<file path="config.mk">
export PLATFORM = sky130hd
export DESIGN_NAME = decoder_pulse_2to4
export DESIGN_NICKNAME = d
export VERILOG_FILES = /design/src/rtl/decoder_pkg.sv /design/src/rtl/onehot_dec2.sv /design/src/rtl/decoder_pulse_2to4.sv
export SDC_FILE = /design/constraint.sdc
export NUM_CORES = 1
export LEC_CHECK = 0
export ABC_AREA = 0
export BUFFER_PORTS_ARGS = -buffer_cell sky130_fd_sc_hd__buf_4
export CAP_MARGIN = 5
export CORE_MARGIN = 4
export CORE_UTILIZATION = 55
export CTS_BUF_LIST = sky130_fd_sc_hd__clkbuf_4 sky130_fd_sc_hd__clkbuf_8
export DETAILED_ROUTE_END_ITERATION = 8
export PLACE_DENSITY = 0.74
export SETUP_SLACK_MARGIN = 0.05
export SKIP_CTS_REPAIR_TIMING = 1
export SLEW_MARGIN = 0
export SYNTH_ARGS = -nofsm -noshare
export SYNTH_HDL_FRONTEND = slang
export SYNTH_SLANG_ARGS = --single-unit
</file>
<file path="constraint.sdc">
create_clock -name clk -period 1.9 [get_ports clk]
set_clock_uncertainty 0.05 [all_clocks]
set_input_delay 0.475 -clock clk [delete_from_list [all_inputs] [get_ports clk]]
set_output_delay 0.475 -clock clk [all_outputs]
set_load 0.02 [all_outputs]
</file>
<file path="src/rtl/decoder_pkg.sv">
// Shared types and constants for the pulse decoder family.
// Holds the FSM state encoding and the code/output widths.
package decoder_pkg;

    localparam int CODE_W = 2;
    localparam int OUT_W  = 4;

    typedef enum logic [1:0] {
        IDLE  = 2'd0,
        PULSE = 2'd1,
        GAP   = 2'd2
    } state_t;

    // Sizes the shared pulse/gap down-counter at elaboration time.
    function automatic int max_int(input int a, input int b);
        return (a > b) ? a : b;
    endfunction

endpackage

</file>
<file path="src/rtl/onehot_dec2.sv">
// Purely combinational 2-bit code to 4-bit one-hot decoder, no enable.
// Kept standalone so other decoders can reuse it.
module onehot_dec2
    import decoder_pkg::*;
(
    input  logic [CODE_W-1:0] code,
    output logic [OUT_W-1:0]  onehot
);

    assign onehot = OUT_W'(1) << code;

endmodule

</file>
<file path="src/rtl/decoder_pulse_2to4.sv">
// Sequential 2-to-4 decoder: accepts a code over valid/ready and emits a
// registered one-hot pulse of PULSE_LEN cycles followed by GAP_LEN idle cycles.
module decoder_pulse_2to4
    import decoder_pkg::*;
#(
    parameter int PULSE_LEN = 4,
    parameter int GAP_LEN   = 1
) (
    input  logic              clk,
    input  logic              rst_n,
    input  logic              en,
    input  logic [CODE_W-1:0] in,
    input  logic              in_valid,
    output logic              in_ready,
    output logic [OUT_W-1:0]  out,
    output logic              busy,
    output logic              done
);

    localparam int CNT_W = $clog2(max_int(PULSE_LEN, GAP_LEN) + 1);
    localparam logic [CNT_W-1:0] PULSE_LOAD = CNT_W'(PULSE_LEN - 1);
    localparam logic [CNT_W-1:0] GAP_LOAD   = (GAP_LEN > 0) ? CNT_W'(GAP_LEN - 1) : '0;
    localparam bit HAS_GAP = (GAP_LEN > 0);

    state_t              state;
    logic [CNT_W-1:0]    cnt;
    logic [CODE_W-1:0]   code_q;
    logic [CODE_W-1:0]   dec_code;
    logic [OUT_W-1:0]    dec_onehot;

    assign in_ready = en && (state == IDLE);

    // In IDLE the decoder sees the incoming code so out is ready on the accept
    // edge; afterwards it sees only the latched code, so `in` cannot leak through.
    assign dec_code = (state == IDLE) ? in : code_q;

    onehot_dec2 u_dec (
        .code   (dec_code),
        .onehot (dec_onehot)
    );

    // NOTE: every register is reset here, including the code latch and counter,
    // so the block leaves reset in a fully defined state with no X on outputs.
    always_ff @(posedge clk or negedge rst_n) begin
        if (!rst_n) begin
            state  <= IDLE;
            cnt    <= '0;
            code_q <= '0;
            out    <= '0;
            busy   <= 1'b0;
            done   <= 1'b0;
        end else begin
            // NOTE: non-blocking assignments throughout; done defaults low so it
            // can only ever be a single-cycle strobe.
            done <= 1'b0;
            if (!en) begin
                state <= IDLE;
                cnt   <= '0;
                out   <= '0;
                busy  <= 1'b0;
            end else begin
                case (state)
                    IDLE: begin
                        if (in_valid) begin
                            code_q <= in;
                            cnt    <= PULSE_LOAD;
                            out    <= dec_onehot;
                            busy   <= 1'b1;
                            state  <= PULSE;
                        end
                    end
                    PULSE: begin
                        if (cnt == '0) begin
                            out  <= '0;
                            done <= 1'b1;
                            if (HAS_GAP) begin
                                cnt   <= GAP_LOAD;
                                state <= GAP;
                            end else begin
                                busy  <= 1'b0;
                                state <= IDLE;
                            end
                        end else begin
                            cnt <= cnt - 1'b1;
                            out <= dec_onehot;
                        end
                    end
                    GAP: begin
                        if (cnt == '0) begin
                            busy  <= 1'b0;
                            state <= IDLE;
                        end else begin
                            cnt <= cnt - 1'b1;
                        end
                    end
                    default: begin
                        out   <= '0;
                        busy  <= 1'b0;
                        state <= IDLE;
                    end
                endcase
            end
        end
    end

endmodule
</file>
---- Word-level counts from Yosys, hierarchy flattened ----
Cells that the tools add are included.
W data, S select, Z words.
storage, ports and cells
  memories ................................ 0
  latch bits .............................. 0
  bits in writable memories ............... 0
  input bits .............................. 6
  output and inout bits ................... 7
  register bits ........................... 13
  memory bits (read-only) ................. 0
operators by class
  add/subtract/negate cells ............... 1
  equality and inequality tests ........... 9
  divide/modulo/power cells ............... 0
  shift-type cells ........................ 1
  reduce and logical (&&, ||, !) cells .... 8
  order comparisons ....................... 0
  $mul .................................... 0
  bitwise operators ....................... 0
  mux-type cells .......................... 22
operators by type and width
  operator               count
  $mux W3                4
  $mux W4                3
  $ne A3 B3 Y1 const B   4
  $pmux W4 S3            1
  $reduce_and A3 Y1      4
  $mux W2                5
  $pmux W3 S3            1
  $mux W1                6
  $pmux W2 S3            1
  $ne A2 B2 Y1 const B   2
  $ne A4 B1 Y1 const B   1
  $shl A1 B2 Y4 const A  1
  $logic_not A3 Y1       1
  $pmux W1 S3            1
  $sub A3 B1 Y3 const B  1
  $eq A2 B1 Y1 const B   1
  $eq A2 B2 Y1 const B   1
  $logic_not A2 Y1       1
  $reduce_and A2 Y1      1
  $logic_and A1 B1 Y1    1

---- Logic depth before layout (Yosys ltp) ----
  depth in word-level cells ............... 6
  gate-level depth with buffers ........... 6

---- Modules after synthesis ----
From an unflattened synthesis, not the netlist that was laid out.
second synthesis, totals
  cell total of the unflattened synthesis .. 84
  area, all modules ....................... 830.8 um^2
modules (own cells, without submodules)
  module              area an instance (um^2)  times used  cells an instance  sequential area each (um^2)
  decoder_pulse_2to4  804.5                    1           80                 325.3
  onehot_dec2         26.3                     1           4                  0.0

---- Worst setup path before layout ----
OpenSTA, ideal clock, no wires.
  kind .................................... register -> register
  start point ............................. reg state[0]
  end point ............................... reg code_q[0]
  path slack .............................. 0.365 ns
  arrival time ............................ 1.360 ns
  buffers on the path ..................... 0
  stages on the path, launching flop included .. 7
  period minus slack after synthesis ...... 1.535 ns
  setup time .............................. 0.125 ns
  cell sequence ........................... dfrtp_1 -> inv_1 -> ha_1 -> inv_2 -> nor2_4 -> nand2_2 -> mux2_4
on the way
  word-level cells in the longest chain between the ends .. 2
RTL lines
  element                      RTL line                  text
  start: declaration           decoder_pulse_2to4.sv:25  state_t state;
  start signal: assignment     decoder_pulse_2to4.sv:46  state <= IDLE;
  start signal: assignment     decoder_pulse_2to4.sv:57  state <= IDLE;
  start signal: assignment     decoder_pulse_2to4.sv:69  state <= PULSE;
  $logic_not A2 Y1             decoder_pulse_2to4.sv:62  case (state)
  $reduce_and A3 Y1 (no line)  n/a
  end signal: assignment       decoder_pulse_2to4.sv:65  code_q <= in;
  end: declaration             decoder_pulse_2to4.sv:27  logic [CODE_W-1:0] code_q;
Every way passes these cells.
A chain may end at the register's enable or synchronous reset.

---- Worst setup path in the final report ----
  start point ............................. reg state[1]
  end point ............................... out in_ready
on the way
  word-level cells in the longest chain between the ends .. 2
RTL lines
  element              RTL line                  text
  $logic_not A2 Y1     decoder_pulse_2to4.sv:31  assign in_ready = en && (state == IDLE);
  $logic_and A1 B1 Y1  decoder_pulse_2to4.sv:31
  end: declaration     decoder_pulse_2to4.sv:14  output logic in_ready,
Every way passes these cells.

==> results_dict.tcl <==
set metrics [dict create \
    result_of_the_run "complete, no violations" \
    power.clock.fraction_pct 16.7 \
    avgViaCountPerCell 5.41 \
    cpMaxStageDelayCell "sky130_fd_sc_hd__dfrtp_1" \
    place.port_buffers 12 \
    avgRoutedWirePerCell_um 13.7 \
    power.switching_uw 419 \
    total_leakage_power_uw 0.000473 \
    p_int_uw 703 \
    insertedDiodeCount 0 \
    cts_buffers 3 \
    vdd.ir_drop.worst_uv 674 \
    finalNonFillerCells 115 \
    crit_start "state[1]$_DFFE_PN0P_" \
    syn-num-nets 88 \
    hold_violation_total_from_the_final_report 0 \
    finalSetupViolations 0 \
    unrepaired_setup_endpoints_after_global_routing "no" \
    syn-cell-area_um2 778 \
    number_of_flops_mapped_to_enable_cells_by_yosys 0 \
    crit_path_frequent_cell "sky130_fd_sc_hd__inv_2" \
    average_footprint_of_a_synthesized_cell_um2 10.2 \
    crit_buf_inv 3 \
    number_of_storage_elements_in_the_synthesis_netlist 13 \
    cts_tree "done" \
    drtPass1Iterations 4 \
    fmax_mhz 556 \
    sequentialPowerShare_pct 33.3 \
    final_core_util_pct 75.6 \
    vias 622 \
    cp-end-kind "primary output" \
    gr-total-overflow 0 \
    cp.required_ps 1370 \
    routabilityCongestion 0.865 \
    fin_total_pwr_uw 1120 \
    grt_pass1_vias 582 \
    critPathLaunchType "flip-flop" \
    coreArea_um2 1320 \
    synth_ff_type "sky130_fd_sc_hd__dfrtp_1" \
    grtUsageMet3_pct 5.14 \
    die-width_um 45.6 \
    globalRouteTotalUtil_pct 17.1 \
    layout_worst_path_cycle_share_pct 94.7 \
    floorplan.initialDensity_pct 59.1 \
    netSwitchingFraction_pct 37.3 \
    grt_pass1_wl_um 2500 \
    fp-row-count 13 \
    clock_latency_ps 280 \
    die_area_um2 2080 \
    critPathMaxFanout 5 \
    cts-htree-levels 1 \
    drt-initial-drc-count 9 \
    synth-warning-count 0 \
    final.setup.tns_ps 0 \
    groute.layer.met2.usage_pct 25.1 \
    route.antenna.remaining_nets 0 \
    async_flop_share_pct 100 \
    layout.filler_cells 87 \
    final_layout_size_suffix_gt1_share_pct 38.0 \
    combPwrFrac_pct 50.0 \
    powerDensity_nw_per_um2 1130 \
    chipHeight_um 45.6 \
    grt_max_degree 14 \
    critical_path.reg2reg.endpoint "cnt[2]$_DFFE_PN0P_" \
    drt_drc_violations_left 0 \
    layout_min_cycle_time_ps 1800 \
    timing.max_cap.violations 0 \
    cp_slowest_stage_delay_ps 420 \
    yosys.cell_types.count 27 \
    fin_nets 113 \
    timing_worst_setup_path_type "flip-flop to primary output" \
    worstSetupEndpoint "in_ready" \
    flow.area_growth_from_synthesis_pct 28.0 \
    worst-endpoint-arrival_ps 1270 \
    timing_max_transition_violations_final 0 \
    worst_min_delay_path_category "primary input to flip-flop" \
    clockRootBuffer "sky130_fd_sc_hd__clkbuf_4" \
    gr-max-usage-layer "met2" \
    tritoncts_num_sinks 13 \
    path_delay_family "flip-flops" \
    worstSetupPathDepth 5 \
    detailed_place_hpwl_um 1090 \
    synth_seq_area_share_pct 41.8 \
    pin_count 13 \
    placed_cells 103 \
    antenna_found_initial 0 \
    gr-usage-met1_pct 23.1 \
    synthesis.instances 76 \
    launch_point_of_the_worst_reg_to_reg_path "cnt[0]$_DFFE_PN0P_" \
    regToRegSetupSlack_ps 300 \
    totalWireLength_um 1570 \
    critical_path.cell_chain "inv_2 > ha_4 > inv_2 > nor2_4 > buf_6" \
    worst-slew-pin-transition_ps 326 \
    worst_setup_hold_path_clk_slew_ps 80 \
    r2r_cells 5 \
    hold_ws_ps 387 \
    clockBufferDepth 2 \
    slew_headroom_pct 78.3 \
]
==> registers in the layout, summed over array words and instances, names as in the netlist <==
| signal | flops |
|---|---|
| cnt | 3 |
| code_q | 2 |
| out | 4 |
| done | 1 |
| busy | 1 |
| state | 2 |
==> routing by layer <==
metal  vias up  wire, µm
li1        316         -
met1       285       750
met2        16       720
met3         5        80
met4         0        20
met5         -         0
==> through the flow <==
stage | setup WS (ps) | instance area, µm²
2_1_floorplan | 365 | 778
3_3_place_gp | 293 | 887
3_5_place_dp | 185 | 887
4_1_cts | -122 | 917
5_1_grt | 45.7 | 996
6_report | 101 | 996
==> layout by cell type (no fill, tap or decap), types with 2 or more instances in the layout <==
cell type                  count
sky130_fd_sc_hd__nand2_1       4
sky130_fd_sc_hd__buf_4        18
sky130_fd_sc_hd__o21ai_1       4
sky130_fd_sc_hd__o21a_1        2
sky130_fd_sc_hd__mux2_4        2
sky130_fd_sc_hd__clkbuf_4      4
sky130_fd_sc_hd__inv_2         4
sky130_fd_sc_hd__ha_1          5
sky130_fd_sc_hd__nand3b_1      2
sky130_fd_sc_hd__a21oi_1       7
sky130_fd_sc_hd__o22ai_1       5
sky130_fd_sc_hd__inv_1         6
sky130_fd_sc_hd__dfrtp_1      13
sky130_fd_sc_hd__a211oi_1      2
sky130_fd_sc_hd__nor2_1        5
==> cell families after synthesis <==
| kind of cell | after synthesis | share of synthesized area (%) |
|---|---|---|
| adders and majority gates | 6 | 9.65 |
| buffers and inverters | 10 | 4.82 |
| AOI/OAI and AO/OA | 24 | 20.7 |
| DFF | 13 | 41.8 |
| muxes | 4 | 6.59 |
| and+or+nand+nor | 19 | 16.4 |
==> Yosys cell counts, types with 2 or more instances <==
cell / number / area, µm²
sky130_fd_sc_hd__o22ai_1: 5 / 31.3
sky130_fd_sc_hd__o21a_1: 2 / 15.0
sky130_fd_sc_hd__a21oi_1: 7 / 35.0
sky130_fd_sc_hd__nand3b_1: 2 / 15.0
sky130_fd_sc_hd__inv_2: 2 / 7.51
sky130_fd_sc_hd__mux2_4: 2 / 30.0
sky130_fd_sc_hd__a211oi_1: 2 / 15.0
sky130_fd_sc_hd__nor2_1: 5 / 18.8
sky130_fd_sc_hd__dfrtp_1: 13 / 325
sky130_fd_sc_hd__o21ai_1: 4 / 20.0
sky130_fd_sc_hd__nand2_1: 4 / 15.0
sky130_fd_sc_hd__ha_1: 6 / 75.1
sky130_fd_sc_hd__inv_1: 8 / 30.0
==> how the worst min path moves through the flow <==
| stage | from | end | cells past startpoint |
|---|---|---|---|
| 3_3_place_gp | rst_n | cnt[2]$_DFFE_PN0P_ | 1 |
| 5_1_grt | in[0] | code_q[0]$_DFFE_PN0P_ | 2 |
| 6_report | in[0] | code_q[0]$_DFFE_PN0P_ | 2 |
| 3_5_place_dp | rst_n | done$_DFF_PN0_ | 1 |
| 4_1_cts | rst_n | done$_DFF_PN0_ | 1 |
| 2_1_floorplan | rst_n | busy$_DFFE_PN0P_ | 0 |
==> layout make-up <==
type                       count  area (µm²)  share of cell area [%]
inverter                      10        37.5                    3.77
sequential                    13         325                    32.7
tap                           15        18.8                    1.88
multi-input combinational     53         428                    43.0
timing repair buffer          20         156                    15.7
clock buffer                   4        30.0                    3.02
==> power groups by stage <==
stage	logic [µW]	registers (µW)	clock network, µW
6_report	561	374	187
5_1_grt	618	382	207
4_1_cts	488	373	192
3_5_place_dp	486	377	0
3_3_place_gp	476	375	0
2_1_floorplan	337	402	0
(Power assumes the default switching activity.)
